**src/rtl/fifo_rd_ctrl_pkg.sv**
```systemverilog
// ----------------------------------------------------------------------------
// fifo_rd_ctrl_pkg
// Shared definitions for the FIFO read controller: the burst FSM state type,
// the default word width, the delivered-word counter width, and the helper
// that decides whether another FIFO pop may be issued this cycle.
// ----------------------------------------------------------------------------
package fifo_rd_ctrl_pkg;

    typedef enum logic [1:0] {
        IDLE  = 2'd0,
        READ  = 2'd1,
        DRAIN = 2'd2
    } state_e;

    localparam int FIFO_WIDTH_DEF = 16;
    localparam int WC_W           = 16;

    // A pop may be issued only if the word it returns is guaranteed a slot in
    // the 2-entry output buffer. Words already held plus the word on its way
    // back must leave room, counting a slot freed by a handshake this cycle.
    function automatic logic read_credit(input logic [1:0] buf_count,
                                         input logic       inflight,
                                         input logic       pop);
        logic [2:0] occ;
        occ = {1'b0, buf_count} + {2'b00, inflight};
        return (occ <= 3'd1) || ((occ == 3'd2) && pop);
    endfunction

endpackage

```
**src/rtl/fifo_rd_ctrl_if.sv**
```systemverilog
// ----------------------------------------------------------------------------
// fifo_rd_ctrl_if
// Groups the FIFO-side read port and the downstream valid/ready stream.
//   master : the read controller (drives fifo_rd_en, m_data, m_valid)
//   slave  : the FIFO + downstream consumer side
// Signals:
//   fifo_rd_en     pop request to the FIFO
//   fifo_empty     FIFO empty flag
//   fifo_underflow FIFO underflow flag
//   fifo_data_out  FIFO read data, valid the cycle after fifo_rd_en
//   m_data/m_valid downstream word and its valid
//   m_ready        downstream accept
// ----------------------------------------------------------------------------
interface fifo_rd_ctrl_if
    import fifo_rd_ctrl_pkg::*;
#(
    parameter int WIDTH = FIFO_WIDTH_DEF
);
    logic             fifo_rd_en;
    logic             fifo_empty;
    logic             fifo_underflow;
    logic [WIDTH-1:0] fifo_data_out;
    logic [WIDTH-1:0] m_data;
    logic             m_valid;
    logic             m_ready;

    modport master (
        output fifo_rd_en, m_data, m_valid,
        input  fifo_empty, fifo_underflow, fifo_data_out, m_ready
    );

    modport slave (
        input  fifo_rd_en, m_data, m_valid,
        output fifo_empty, fifo_underflow, fifo_data_out, m_ready
    );
endinterface

```
**src/rtl/fifo_rd_ctrl_rd_skid_buf.sv**
```systemverilog
// ----------------------------------------------------------------------------
// rd_skid_buf
// Two-entry in-order output buffer between the FIFO read data and the
// downstream stream. Push and pop may happen in the same cycle.
// Ports:
//   clk, rst_n   clock, asynchronous active-low reset (occupancy only)
//   push_i/din_i write a word (the word returned by the previous pop)
//   pop_i        remove the head word (downstream handshake)
//   dout_o       head word; only changes on pop or on a push into empty
//   count_o      number of words held (0..2)
// ----------------------------------------------------------------------------
module rd_skid_buf #(
    parameter int W = 16
) (
    input  logic         clk,
    input  logic         rst_n,
    input  logic         push_i,
    input  logic [W-1:0] din_i,
    input  logic         pop_i,
    output logic [W-1:0] dout_o,
    output logic [1:0]   count_o
);
    logic [W-1:0] head_q;
    logic [W-1:0] tail_q;
    logic [1:0]   count_q;

    always_ff @(posedge clk or negedge rst_n) begin
        if (!rst_n) begin
            count_q <= 2'd0;
        end else if (push_i && !pop_i) begin
            count_q <= count_q + 2'd1;
        end else if (!push_i && pop_i) begin
            count_q <= count_q - 2'd1;
        end
    end

    // Storage carries no reset; occupancy alone decides what is valid.
    always_ff @(posedge clk) begin
        if (pop_i) begin
            // Tail moves up when two are held; otherwise the incoming word
            // (if any) becomes the new head.
            head_q <= (count_q == 2'd2) ? tail_q : din_i;
            if (push_i && (count_q == 2'd2)) begin
                tail_q <= din_i;
            end
        end else if (push_i) begin
            if (count_q == 2'd0) begin
                head_q <= din_i;
            end else begin
                tail_q <= din_i;
            end
        end
    end

    assert property (@(posedge clk) disable iff (!rst_n)
                     !(push_i && !pop_i && (count_q == 2'd2)));

    assign dout_o  = head_q;
    assign count_o = count_q;

endmodule

```
**src/rtl/fifo_rd_ctrl.sv**
```systemverilog
// ----------------------------------------------------------------------------
// fifo_rd_ctrl
// Pops bursts of up to BURST_LEN words from a FIFO with one-cycle read
// latency and forwards them on a valid/ready stream at up to 1 word/cycle.
// Ports:
//   clk, rst_n     clock, asynchronous active-low reset
//   enable         permission to start a new burst (never aborts one)
//   bus (master)   FIFO read port and downstream stream
//   burst_done     one-cycle pulse when a burst has fully drained
//   word_count     downstream handshakes, wraps at 16 bits
//   underflow_err  sticky FIFO underflow flag, cleared only by reset
// ----------------------------------------------------------------------------
module fifo_rd_ctrl
    import fifo_rd_ctrl_pkg::*;
#(
    parameter int FIFO_WIDTH = FIFO_WIDTH_DEF,
    parameter int BURST_LEN  = 4
) (
    input  logic            clk,
    input  logic            rst_n,
    input  logic            enable,
    fifo_rd_ctrl_if.master  bus,
    output logic            burst_done,
    output logic [WC_W-1:0] word_count,
    output logic            underflow_err
);
    localparam logic [7:0] BURST_MAX = 8'(BURST_LEN);

    state_e                state_q, state_d;
    logic [7:0]            issued_q, issued_d;
    logic                  inflight_q;
    logic [WC_W-1:0]       wc_q;
    logic                  uerr_q;

    logic [1:0]            buf_count;
    logic [FIFO_WIDTH-1:0] head_data;
    logic                  m_valid;
    logic                  pop;
    logic                  rd_en;

    assign m_valid = (buf_count != 2'd0);
    assign pop     = m_valid && bus.m_ready;

    assign rd_en = (state_q == READ) && !bus.fifo_empty &&
                   (issued_q < BURST_MAX) &&
                   read_credit(buf_count, inflight_q, pop);

    rd_skid_buf #(
        .W (FIFO_WIDTH)
    ) u_buf (
        .clk     (clk),
        .rst_n   (rst_n),
        .push_i  (inflight_q),
        .din_i   (bus.fifo_data_out),
        .pop_i   (pop),
        .dout_o  (head_data),
        .count_o (buf_count)
    );

    always_comb begin
        state_d    = state_q;
        issued_d   = issued_q;
        burst_done = 1'b0;
        if (rd_en) begin
            issued_d = issued_q + 8'd1;
        end
        case (state_q)
            IDLE: begin
                if (enable && !bus.fifo_empty) begin
                    state_d  = READ;
                    issued_d = 8'd0;
                end
            end
            READ: begin
                // Full burst issued, or the FIFO ran dry after at least one pop.
                if ((issued_q == BURST_MAX) ||
                    (bus.fifo_empty && (issued_q != 8'd0))) begin
                    state_d = DRAIN;
                end
            end
            DRAIN: begin
                if ((buf_count == 2'd0) && !inflight_q) begin
                    state_d    = IDLE;
                    burst_done = 1'b1;
                end
            end
            default: state_d = IDLE;
        endcase
    end

    always_ff @(posedge clk or negedge rst_n) begin
        if (!rst_n) begin
            state_q    <= IDLE;
            issued_q   <= 8'd0;
            inflight_q <= 1'b0;
            wc_q       <= '0;
            uerr_q     <= 1'b0;
        end else begin
            state_q    <= state_d;
            issued_q   <= issued_d;
            inflight_q <= rd_en;
            if (pop) begin
                wc_q <= wc_q + 1'b1;
            end
            if (bus.fifo_underflow) begin
                uerr_q <= 1'b1;
            end
        end
    end

    assign bus.fifo_rd_en = rd_en;
    assign bus.m_valid    = m_valid;
    assign bus.m_data     = head_data;
    assign word_count     = wc_q;
    assign underflow_err  = uerr_q;

endmodule

```
**src/flat_wrapper.sv**
```systemverilog
// flat-port wrapper written by rule: the top's interface ports become plain ports
module fifo_rd_ctrl_flat import fifo_rd_ctrl_pkg::*;
#(
    parameter int FIFO_WIDTH = FIFO_WIDTH_DEF,
    parameter int BURST_LEN  = 4
)
  (clk, rst_n, enable, burst_done, word_count, underflow_err, bus_fifo_rd_en, bus_m_data, bus_m_valid, bus_fifo_empty, bus_fifo_underflow, bus_fifo_data_out, bus_m_ready);
  fifo_rd_ctrl_if #(.WIDTH(16)) bus_i ();
  input  logic clk;
  input  logic rst_n;
  input  logic enable;
  output logic burst_done;
  output logic [WC_W-1:0] word_count;
  output logic underflow_err;
  output wire logic [$bits(bus_i.fifo_rd_en)-1:0] bus_fifo_rd_en;
  output wire logic [$bits(bus_i.m_data)-1:0] bus_m_data;
  output wire logic [$bits(bus_i.m_valid)-1:0] bus_m_valid;
  input wire logic [$bits(bus_i.fifo_empty)-1:0] bus_fifo_empty;
  input wire logic [$bits(bus_i.fifo_underflow)-1:0] bus_fifo_underflow;
  input wire logic [$bits(bus_i.fifo_data_out)-1:0] bus_fifo_data_out;
  input wire logic [$bits(bus_i.m_ready)-1:0] bus_m_ready;
  assign bus_fifo_rd_en = bus_i.fifo_rd_en;
  assign bus_m_data = bus_i.m_data;
  assign bus_m_valid = bus_i.m_valid;
  assign bus_i.fifo_empty = bus_fifo_empty;
  assign bus_i.fifo_underflow = bus_fifo_underflow;
  assign bus_i.fifo_data_out = bus_fifo_data_out;
  assign bus_i.m_ready = bus_m_ready;
  fifo_rd_ctrl #(.FIFO_WIDTH(FIFO_WIDTH), .BURST_LEN(BURST_LEN)) u_core (.clk(clk), .rst_n(rst_n), .enable(enable), .bus(bus_i), .burst_done(burst_done), .word_count(word_count), .underflow_err(underflow_err));
endmodule
```
**config.mk**
```make
export PLATFORM = sky130hd
export DESIGN_NAME = fifo_rd_ctrl_flat
export DESIGN_NICKNAME = d
export VERILOG_FILES = /design/src/rtl/fifo_rd_ctrl_pkg.sv /design/src/rtl/fifo_rd_ctrl_if.sv /design/src/rtl/fifo_rd_ctrl_rd_skid_buf.sv /design/src/rtl/fifo_rd_ctrl.sv /design/src/flat_wrapper.sv
export SDC_FILE = /design/constraint.sdc
export NUM_CORES = 1
export LEC_CHECK = 0
export ABC_AREA = 0
export BUFFER_PORTS_ARGS = -buffer_cell sky130_fd_sc_hd__buf_2
export CORE_ASPECT_RATIO = 1.4
export CORE_MARGIN = 10
export CORE_UTILIZATION = 36
export DETAILED_ROUTE_END_ITERATION = 12
export PLACE_DENSITY = 0.6
export SETUP_SLACK_MARGIN = 0.15
export SLEW_MARGIN = 0
export SYNTH_ARGS = -nofsm -noshare
export SYNTH_HDL_FRONTEND = slang
export SYNTH_SLANG_ARGS = --single-unit
```
**constraint.sdc**
```tcl
create_clock -name clk -period 3.4 [get_ports clk]
set_clock_uncertainty 0.1 [all_clocks]
set_input_delay 0.51 -clock clk [delete_from_list [all_inputs] [get_ports clk]]
set_output_delay 0.51 -clock clk [all_outputs]
set_load 0.01 [all_outputs]
```
* Word-level counts from Yosys, hierarchy flattened *
Cells that the tools add are included.

storage, ports and cells
  register bits after elaboration = 62
  word-level logic and storage cells = 70

operators by class
  mux-type cells = 19
  equal/unequal tests = 10
  add/sub/neg operators = 5
  order comparisons = 2
  reduce and logical (&&, ||, !) cells = 26

operator list
  kind                   count
  $mux 16                8
  $mux 8                 3
  $add 16x1->16 const B  1
  $logic_and 1x1->1      11
  $mux 2                 5
  $add 8x1->8 const B    1
  $eq 8x3->1 const B     1
  $lt 8x3->1 const B     1
  $reduce_bool 2->1      4
  $reduce_bool 8->1      1
  $ne 2x1->1 const B     3
  $pmux 2 s3             1
  $reduce_and 3->1       2
  $eq 2x2->1 const B     2
  $logic_not 2->1        2
  $ne 2x2->1 const B     2
  $add 2x1->3            1
  $eq 3x2->1 const B     1
  $le 3x1->1 const B     1
  $logic_not 1->1        3
  $add 2x1->2 const B    1
  $eq 2x1->1 const B     1
  $logic_or 1x1->1       2
  $mux 1                 2
  2 further kinds        2

* Logic depth before layout (Yosys ltp) *
Gate-level depths: netlist of run 1.

  depth in word-level cells = 8
  mapped depth = 8
  mapped depth without buffers = 7

* Modules after synthesis *
A second synthesis of run 1 with hierarchy kept.

second synthesis, totals
  cell total of the unflattened synthesis = 180
  area total of the unflattened synthesis = 2695.1 um2

modules (own cells, without submodules)
  module        area each (um2)  cells an instance  times used  sequential area each (um2)
  rd_skid_buf   1350.0           65                 1           1011.0
  fifo_rd_ctrl  1345.0           115                1           700.7

* Least setup slack after synthesis of run 1 *
No wires, ideal clock.

  path kind = input port to flip-flop
  start = input bus_m_ready
  end = register u_core.u_buf.tail_q[0], enable pin
  setup time = 413 ps
  required time = 2887 ps
  slack = 643 ps
  stages = 5
  arrival time = 2244 ps
  cell sequence = o21a_1 -> buf_6 -> inv_1 -> ha_1 -> nor3b_1

on the way
  cells in the longest elaborated chain, start to end = 3
  elaborated cells on any way between the ends = 5

ends and longest elaborated chain
  element                                             line                            RTL
  start, declared                                     flat_wrapper.sv:21              input wire logic [$bits(bus_i.m_ready)-1:0] bus_m_ready;
  $logic_and 1x1->1 *                                 fifo_rd_ctrl.sv:42              assign pop = m_valid && bus.m_ready;
  $ne 2x1->1 (no line), or another cell as far along  -
  $reduce_and 3->1 (no line) *                        -
  end signal, assigned                                fifo_rd_ctrl_rd_skid_buf.sv:44  tail_q <= din_i;
  end signal, assigned                                fifo_rd_ctrl_rd_skid_buf.sv:50  tail_q <= din_i;
  end, declared                                       fifo_rd_ctrl_rd_skid_buf.sv:24  logic [W-1:0] tail_q;

Mark *: on every way between the ends. The rest lies on a longest branch, timed or not.
A chain may end at the register's enable or synchronous reset.

* Worst setup path in the final report of run 1 *
  start = register u_core.u_buf.count_q[0] (netlist: u_core.u_buf.count_o[0])
  end = output bus_fifo_rd_en

on the way
  cells in the longest elaborated chain, start to end = 5
  elaborated cells on any way between the ends = 8

ends and longest elaborated chain
  element                                              line                            RTL
  start, declared                                      fifo_rd_ctrl_rd_skid_buf.sv:25  logic [1:0] count_q;
  start signal, assigned                               fifo_rd_ctrl_rd_skid_buf.sv:31  count_q <= count_q + 2'd1;
  start signal, assigned                               fifo_rd_ctrl_rd_skid_buf.sv:33  count_q <= count_q - 2'd1;
  branches (longest 3 deep; another with $add 2x1->3)  -
  $logic_or 1x1->1 *                                   fifo_rd_ctrl_pkg.sv:26          return (occ <= 3'd1) || ((occ == 3'd2) && pop);
  $logic_and 1x1->1 *                                  fifo_rd_ctrl.sv:45              (issued_q < BURST_MAX) &&
  end, declared                                        flat_wrapper.sv:15              output wire logic [$bits(bus_i.fifo_rd_en)-1:0] bus_fifo_rd_en;

Mark *: on every way between the ends.

==> results of run 1 <==
==> synthesized netlist by cell type, drive strengths merged (2+ instances only) <==
master,number
edfxtp,32
dfrtp,30
mux2,17
nand2,11
xnor2,11
ha,9
inv,7
nor2,7
xor2,7
and2,6
buf,4
nand3,4
nand4,4
mux2i,3
nor3b,3
nand2b,2
nand3b,2
nor3,2
nor4,2
o21ai,2
or2,2
==> layout make-up <==
type / count / area (um2) / area share
clock buffer: 12 / 145 / 0.0448
multi-input combinational: 107 / 921 / 0.284
clock inverter: 4 / 22.5 / 0.00695
timing repair buffer: 58 / 293 / 0.0903
sequential: 62 / 1710 / 0.528
tap: 97 / 121 / 0.0375
inverter: 7 / 26.3 / 0.00811
==> critical path, cell delays in order, from the launching register on <==
cell,delay (ps)
dfrtp_1,510
ha_1,230
inv_1,70
ha_1,290
nor3b_1,250
a211oi_2,110
nor2_2,280
buf_2,190
==> routing by layer <==
metal / global-route usage / part of all wire / up-vias
met5: 0 / 0 / -
met1: 0.0998 / 0.41 / 774
met2: 0.148 / 0.47 / 53
li1: - / - / 771
met3: 0.0538 / 0.098 / 7
met4: 0.0464 / 0.014 / 0
==> where the power goes <==
part	total (W)	switching, W	internal (W)	leakage (nW)
clock network	0.000550	0.000269	0.000281	0.0861
registers	0.00113	0.000135	0.00100	0.696
logic	0.000669	0.000365	0.000304	0.660
==> cells by family after synthesis <==
logic type | count (synthesis) | synth area share
flip-flops | 62 | 0.637
buffers and inverters | 12 | 0.0242
adder cells (fa/ha/maj) | 9 | 0.0419
AND/OR/NAND/NOR | 51 | 0.128
AO/OA/AOI/OAI | 9 | 0.0279
multiplexers | 20 | 0.0824
XOR/XNOR | 18 | 0.0586
==> registers in the layout, indices dropped and copies added (netlist names) <==
name,flops
u_core.u_buf.dout_o,16
u_core.u_buf.tail_q,16
u_core.word_count,16
u_core.issued_q,8
u_core.state_q,2
u_core.u_buf.count_o,2
u_core.inflight_q,1
u_core.underflow_err,1
==> metrics by stage <==
stage               cells  utilization  worst slack [ps]  area, um2
finish                347        0.443               523       3240
global route          347        0.443               370       3240
CTS                   347        0.443               497       3240
detailed placement    331        0.420               908       3070
global placement      331        0.420              1020       3070
floorplan             181            -               643       2690
==> path summary, 6_finish.rpt <==
kind | cells after the start | slack [ps] | startpoint | endpoint
setup / recovery | 7 | 520 | u_core.u_buf.count_o[0] | bus_fifo_rd_en
hold / removal | 1 | 110 | rst_n | u_core.word_count[11]
setup reg to reg | 5 | 1250 | u_core.u_buf.count_o[1] | u_core.u_buf.tail_q[6]
hold reg to reg | 1 | 360 | u_core.word_count[15] | u_core.word_count[15]
max in group asynchronous | 1 | 2660 | rst_n | u_core.issued_q[6]
min in group clk | 2 | 270 | bus_fifo_underflow | u_core.underflow_err
==> cell usage in the layout (no fill, tap or decap), types with 2 or more instances in the layout <==
cell,count
buf_2,57
xor2_1,7
and2_1,6
clkbuf_1,2
inv_1,7
clkinv_2,3
dfrtp_1,30
mux2_1,2
nand3_1,4
nand2_1,11
clkbuf_8,10
edfxtp_1,32
mux2_2,15
mux2i_1,3
ha_1,9
nor3_1,2
or2_2,2
nor2_1,6
nand4_1,3
nor3b_1,2
nand2b_1,2
xnor2_1,11
==> results.cfg, run 1 <==
[route]
detailedRoute.firstIterationViolations = 23
drt_wl_total_um = 5110
avgViaCountPerCell = 4.63
drc = 0
detail_route.wl_per_cell_um = 14.7
detailed_route_via_count = 1605
drt_pass1_iterations = 4
ant_nets = 0

[global_route]
grt_first_pass_wirelength_um = 8400
globalRouteTotalUtil = 0.0941
pin_count_of_the_biggest_net_entering_global_routing = 31
grt_overflow_total = 0
antenna_violations_before_repair = 0
via_count_of_the_first_global_routing_pass = 1757

[logic_synthesis]
postSynth.asyncResetShare = 0.484
syn-instance-count = 181
count_of_flip_flops_with_a_built_in_enable_after_synthesis = 32
yosysUniqueCellTypes = 42
synth.area.top_cells = edfxtp_1 36%, dfrtp_1 28%, mux2_2 6.3%
yosys_most_used_dff = edfxtp_1
synth-seq-area-share = 0.637
synth_top_area_frac = 0.357
yosysWarningCount = 0
number_of_synthesized_register_bits = 62
synth_top_cell_by_area = edfxtp_1
syn_area_per_cell_um2 = 14.9
net_count_synth = 212
mappedNetlistArea_um2 = 2690

[clock_network]
htree_num_levels = 3
cts.sink_count = 62
post_cts_hold_buffer_count = 0
clock_insertion_delay_worst_skew_ps = 330
cts_tree = done
clk_transition_reported_paths_ps = 70
clock_tree.root_cell = clkbuf_8
ctsResizeCount = 0
cts-buffers-inserted = 9
cts.path.max_buffers = 2
cts_setup_buffers = 0

[timing]
rsz0062_at_grt = no
tightestPinTransition_ps = 887
layout_worst_path_cycle_share = 0.846
hold-worst-slack_ps = 108
timing.final.hold_violations = 0
timing.setup.tns_ps = 0
setup-violations-final = 0
slew_headroom = 0.409
timing.final.crit_period_ps = 2880
report.final.slew_viol_count = 0
fmaxAchievable_mhz = 348

[run]
max_cap_viol_count = 0

[final_layout]
nets = 276
drive_above_1_share = 0.400
layout-area-overhead-vs-synth_pct = 20.5
final.fill_count = 719
antenna_cells_inserted = 0

[place]
buffer_ports.inserted = 57
place_hpwl_um = 3780
globalplace.congestion = 0.719

[floorplanning]
placementRows = 37
die_w_um = 93.0
initial_core_util = 0.368
num_io_pins = 58
core_area_um2 = 7310
design.die.area_um2 = 11400
dieHeight_um = 122

[critical_path]
critical_path_class = register to output port
critical_path.endpoint_type = output port
worst_setup_start_kind = register
worstPathRequired_ps = 2790
worst-endpoint-arrival_ps = 2270
crit_path_max_fanout = 8

[power]
leakagePower_nw = 1.44
power-per-cell-area_nw_per_um2 = 726
vdd.ir_drop.worst_uv = 417
report.power.total_w = 0.00235

[hold_path]
worstHoldPathType = input pin to asynchronous set/reset pin

[outcome]
status = completed
No activity file was read; power rests on OpenSTA's default activity.
==> inputs of run 2 (changes only) <==
--- a/config.mk
+++ b/config.mk
@@ -11,7 +11,7 @@
 export CORE_MARGIN = 10
 export CORE_UTILIZATION = 36
 export DETAILED_ROUTE_END_ITERATION = 12
-export PLACE_DENSITY = 0.6
+export PLACE_DENSITY = 0.62
 export SETUP_SLACK_MARGIN = 0.15
 export SLEW_MARGIN = 0
 export SYNTH_ARGS = -nofsm -noshare
==> constraint.sdc (replaced) <==
create_clock -name clk -period 2.5 [get_ports clk]
set_clock_uncertainty 0.1 [all_clocks]
set_input_delay 0.375 -clock clk [delete_from_list [all_inputs] [get_ports clk]]
set_output_delay 0.375 -clock clk [all_outputs]
set_load 0.01 [all_outputs]
==> run 2 against run 1 <==
Net effect: the run now ends with negative hold slack left; critical endpoint unchanged; flip-flop and latch count unchanged; register-to-register slack got worse by 790 ps; critical path type unchanged; combinational power increased by 61%; setup slack got worse by 280 ps.
==> results.cfg, run 2 (synthesized netlist as in run 1, its figures left out) <==
[outcome]
status = finished, violations left
violations = negative hold slack

[route]
detailedRoute.firstIterationViolations = 26
drt_pass1_iterations = 4
top_layer_in_use = met4
wl_met1_um = 2160
ant_nets = 0
detailed_route_via_count = 1642
drt_wl_total_um = 5140
avgViaCountPerCell = 4.63
detail_route.wl_per_cell_um = 14.5
drc = 0
detailroute.wirelength.met3_um = 499
met2WireLength_um = 2380

[critical_path]
worstSetupStartpoint = u_core.inflight_q
worst_setup_path_endpoint = bus_fifo_rd_en
worstPathRequired_ps = 2030
crit_path_max_fanout = 2
rrSetupSlack_ps = 460
r2r-end = u_core.u_buf.tail_q[10]
critical_path.endpoint_type = output port
timing.rr.start = u_core.u_buf.count_o[0]
worst_setup_start_kind = register
worst-endpoint-arrival_ps = 1780
critical_path_class = register to output port
r2r_cells = 6

[final_layout]
finish.instance_area_um2 = 3340
most_common_cell_after_layout_fill_and_taps_aside = buf_2
final.fill_count = 702
layout-area-overhead-vs-synth_pct = 24.3
final_cell_mix = 57 x buf_2, 32 x edfxtp_1, 29 x dfrtp_1
drive_above_1_share = 0.450
nets = 284
antenna_cells_inserted = 0

[place]
globalplace.congestion = 0.722
place_hpwl_um = 3700
preCtsSetupSlack_ps = 295
buffer_ports.inserted = 57
placed_cell_area_um2 = 3080

[clock_network]
cts.path.max_buffers = 2
post_cts_hold_buffer_count = 0
cts_tree = done
htree_num_levels = 3
clock_tree.root_cell = clkbuf_8
clock_insertion_delay_worst_skew_ps = 330
cts-buffers-inserted = 9
cts.sink_count = 62
clk_transition_reported_paths_ps = 70

[timing]
setup-violations-final = 0
hold-worst-slack_ps = -16.2
slew_headroom = 0.547
timing.setup.tns_ps = 0
setup_slack_ps = 241
timing.final.crit_period_ps = 2260
layout_worst_path_cycle_share = 0.904
tightestPinTransition_ps = 679
rsz0062_at_grt = no
report.final.slew_viol_count = 0
timing.final.hold_violations = 29
fmaxAchievable_mhz = 443

[power]
report.power.total_w = 0.00334
leakagePower_nw = 1.48
power-per-cell-area_nw_per_um2 = 1000
vdd.ir_drop.worst_uv = 423

[run]
max_cap_viol_count = 0

[floorplanning]
num_io_pins = 58
design.die.area_um2 = 11400
dieHeight_um = 122
initial_core_util = 0.368
placementRows = 37
core_area_um2 = 7310
die_w_um = 93.0

[hold_path]
worstHoldPathType = input pin to asynchronous set/reset pin

[global_route]
grt_first_pass_wirelength_um = 8150
antenna_violations_before_repair = 0
globalRouteTotalUtil = 0.0906
via_count_of_the_first_global_routing_pass = 1662
grt_overflow_total = 0
pin_count_of_the_biggest_net_entering_global_routing = 31
-- run 2: changes by cell type in the layout (fill, tap and decap cells not counted), moves of 2 or more --
cell,previous run,this run
clkinvlp_4,1,3
clkbuf_1,2,0
nor3b_1,2,0
buf_4,1,9
nor3b_2,1,3
ha_1,9,6
ha_4,0,2
-- run 2: final cells by class --
cell class	count	area [um2]	area share
Tap cell	97	121	0.0363
Clock inverter	6	37.5	0.0112
Sequential cell	62	1710	0.512
Multi-Input combinational cell	107	955	0.286
Timing Repair Buffer	66	353	0.106
Inverter	7	26.3	0.00786
Clock buffer	10	138	0.0412
-- run 2: per-stage QoR --
| stage | instances | utilization |
|---|---|---|
| 3_5_place_dp | 333 | 0.422 |
| 2_1_floorplan | 181 | - |
| 3_3_place_gp | 333 | 0.422 |
| 5_1_grt | 355 | 0.457 |
| 4_1_cts | 351 | 0.449 |
| 6_report | 355 | 0.457 |
-- run 2: what timing repair did --
item                                    in CTS  in global routing
pin swaps                                    1                  4
setup buffers                                2                  4
gates resized for setup                      2                  7
endpoints found under the setup margin       1                  1
-- run 2: critical path: stages (launching register included) --
cell	delay, ps
dfrtp_1	380
ha_2	200
buf_4	140
ha_4	160
nor3b_2	190
a211oi_2	90
nor2_2	150
buf_2	150
-- run 2: worst min path at each step --
stage | endpoint | cells after the start | slack [ps]
floorplan | u_core.inflight_q | 0 | -20
global route | u_core.word_count[12] | 1 | 30
detailed placement | u_core.underflow_err | 1 | 350
CTS | u_core.word_count[7] | 1 | 2
finish | u_core.word_count[12] | 1 | -20
global placement | u_core.underflow_err | 1 | 350
-- run 2: layer usage --
metal	vias up	GRT usage
met4	0	0.0493
li1	795	-
met1	783	0.105
met5	-	0
met2	54	0.136
met3	10	0.0440
-- run 2: power breakdown --
group	internal [W]	switching, W
logic	0.000509	0.000569
clock network	0.000380	0.000383
registers	0.00136	0.000142
==> inputs of run 3 (changes only) <==
--- a/config.mk
+++ b/config.mk
@@ -7,11 +7,10 @@
 export LEC_CHECK = 0
 export ABC_AREA = 0
 export BUFFER_PORTS_ARGS = -buffer_cell sky130_fd_sc_hd__buf_2
-export CORE_ASPECT_RATIO = 1.4
-export CORE_MARGIN = 10
+export CORE_ASPECT_RATIO = 0.8
 export CORE_UTILIZATION = 36
 export DETAILED_ROUTE_END_ITERATION = 12
-export PLACE_DENSITY = 0.62
+export PLACE_DENSITY = 0.6
 export SETUP_SLACK_MARGIN = 0.15
 export SLEW_MARGIN = 0
 export SYNTH_ARGS = -nofsm -noshare
==> constraint.sdc (replaced) <==
create_clock -name clk -period 2.1 [get_ports clk]
set_clock_uncertainty 0.1 [all_clocks]
set_input_delay 0.315 -clock clk [delete_from_list [all_inputs] [get_ports clk]]
set_output_delay 0.315 -clock clk [all_outputs]
set_load 0.01 [all_outputs]
==> run 3 against run 2 <==
Net effect: the flow finishes with violations (negative setup slack); sequential power grew 19%; flip-flop and latch count stayed put; power rose by 20%; sequential share of layout area shrank 0.13 points; cell area increased by 0.19%.
==> results.cfg, run 3 (synthesized netlist as in run 1, its figures left out) <==
[clock_network]
cts.sink_count = 62
cts-buffers-inserted = 9
clock_insertion_delay_worst_skew_ps = 330
cts.path.max_buffers = 2
htree_num_levels = 3
clk_transition_reported_paths_ps = 70
clock_tree.root_cell = clkbuf_8
cts_tree = done

[timing]
tightestPinTransition_ps = 660
setup-violations-final = 1
setup_slack_ps = -53.5
timing.final.crit_period_ps = 2150
fmaxAchievable_mhz = 464
report.final.slew_viol_count = 0
slew_headroom = 0.560
timing.final.hold_violations = 0
layout_worst_path_cycle_share = 1.03
rsz0062_at_grt = yes

[final_layout]
drive_above_1_share = 0.430
final.fill_count = 637
layout-area-overhead-vs-synth_pct = 24.6
antenna_cells_inserted = 0
finish.utilization = 0.474
final_cell_mix = 57 x buf_2, 32 x edfxtp_1, 30 x dfrtp_1
finish.instance_area_um2 = 3350
nets = 284
most_common_cell_after_layout_fill_and_taps_aside = buf_2

[critical_path]
worst-endpoint-arrival_ps = 1740
worst_setup_start_kind = register
crit_path_max_fanout = 2
worstPathBufferInverterCount = 2
worstPathRequired_ps = 1680
critical_path_class = register to output port
cp_max_delay_cell = dfrtp_1
worst_path_dominant_cell_family = adder cells
longest_individual_stage_delay_on_the_worst_path_ps = 390
critical_path.endpoint_type = output port
worstPathCellList = ha_2 > inv_2 > ha_4 > nor3b_4 > a211oi_2 > nor2_2 > buf_2

[power]
power.share.sequential = 0.444
power.clock.fraction = 0.224
report.power.total_w = 0.00401
switching_power_w = 0.00126
vdd.ir_drop.worst_uv = 301
leakagePower_nw = 1.49
combinational_share_of_power = 0.332
p_int_w = 0.00274
power.switching_fraction = 0.315
power-per-cell-area_nw_per_um2 = 1200

[route]
detailed_route_via_count = 1604
detail_route.wl_per_cell_um = 13.7
detailedRoute.firstIterationViolations = 33
drt_pass1_iterations = 4
drc = 0
avgViaCountPerCell = 4.65
ant_nets = 0
drt_wl_total_um = 4720

[global_route]
grt_overflow_total = 0
globalRouteTotalUtil = 0.136
antenna_violations_before_repair = 0
via_count_of_the_first_global_routing_pass = 1626
grt_first_pass_wirelength_um = 7870
pin_count_of_the_biggest_net_entering_global_routing = 31

[floorplanning]
initial_core_util = 0.381
design.die.area_um2 = 7820
placementRows = 27
dieHeight_um = 79.3
core_area_um2 = 7060
die_w_um = 98.6
num_io_pins = 58

[place]
preCtsSetupSlack_ps = 62.5
globalplace.congestion = 0.683
placed_cell_area_um2 = 3120
buffer_ports.inserted = 57
place_hpwl_um = 3200

[outcome]
status = finished, violations left
violations = negative setup slack

[hold_path]
worstHoldPathType = input pin to register

[run]
max_cap_viol_count = 0
-- run 3: changes by cell type in the layout (fill, tap and decap cells not counted), moves of 2 or more --
cell | before | now
buf_4 | 9 | 6
clkbuf_1 | 0 | 2
clkinv_1 | 0 | 3
clkinv_2 | 3 | 0
clkinvlp_4 | 3 | 0
nor3b_2 | 3 | 1
nor3b_4 | 0 | 2
-- run 3: cell type report --
type / instances / area [um2] / share of cell area
Tap cell: 87 / 109 / 0.0325
Multi-Input combinational cell: 107 / 961 / 0.287
Clock buffer: 13 / 159 / 0.0474
Inverter: 7 / 26.3 / 0.00784
Timing Repair Buffer: 66 / 372 / 0.111
Clock inverter: 3 / 11.3 / 0.00336
Sequential cell: 62 / 1710 / 0.511
-- run 3: worst paths after layout --
check | from | to | slack, ps | cells past startpoint
setup reg to reg | u_core.inflight_q | u_core.issued_q[2] | 210 | 9
hold reg to reg | u_core.underflow_err | u_core.underflow_err | 370 | 1
hold / removal | bus_fifo_data_out[5] | u_core.u_buf.tail_q[5] | 70 | 1
min in group asynchronous | rst_n | u_core.word_count[6] | 460 | 2
max in group asynchronous | rst_n | u_core.u_buf.count_o[0] | 1020 | 2
setup / recovery | u_core.inflight_q | bus_fifo_rd_en | -50 | 7
-- run 3: timing repair --
action	4_1_cts	5_1_grt
gates cloned	0	0
endpoints found under the setup margin	2	4
setup buffers	1	1
resized for setup	6	1
pin swaps	3	1
hold buffers	1	0
hold endpoints to repair	30	0
-- run 3: routing by layer --
metal / vias to the layer above / wire length, um / part of all wire / GRT usage
li1: 790 / - / - / -
met3: 7 / 196 / 0.041 / 0.0590
met4: 0 / 57 / 0.012 / 0.0537
met2: 35 / 2170 / 0.46 / 0.199
met5: - / 0 / 0 / 0
met1: 772 / 2300 / 0.49 / 0.177
-- run 3: power groups by stage --
stage	logic (W)	clock network [W]	registers (W)
final	0.00133	0.000896	0.00178
after global routing	0.00148	0.00100	0.00182
after CTS	0.00135	0.000939	0.00178
after detailed placement	0.00124	0	0.00180
after global placement	0.00122	0	0.00179
after floorplan	0.000780	0	0.00186
-- run 3: metrics by stage --
stage	TNS, ps	instances	hold WS (ps)
global placement	0	326	298
detailed placement	0	326	288
floorplan	0	181	-80.6
CTS	-83.7	344	48.0
finish	-53.5	345	68.4
global route	-238	345	42.7
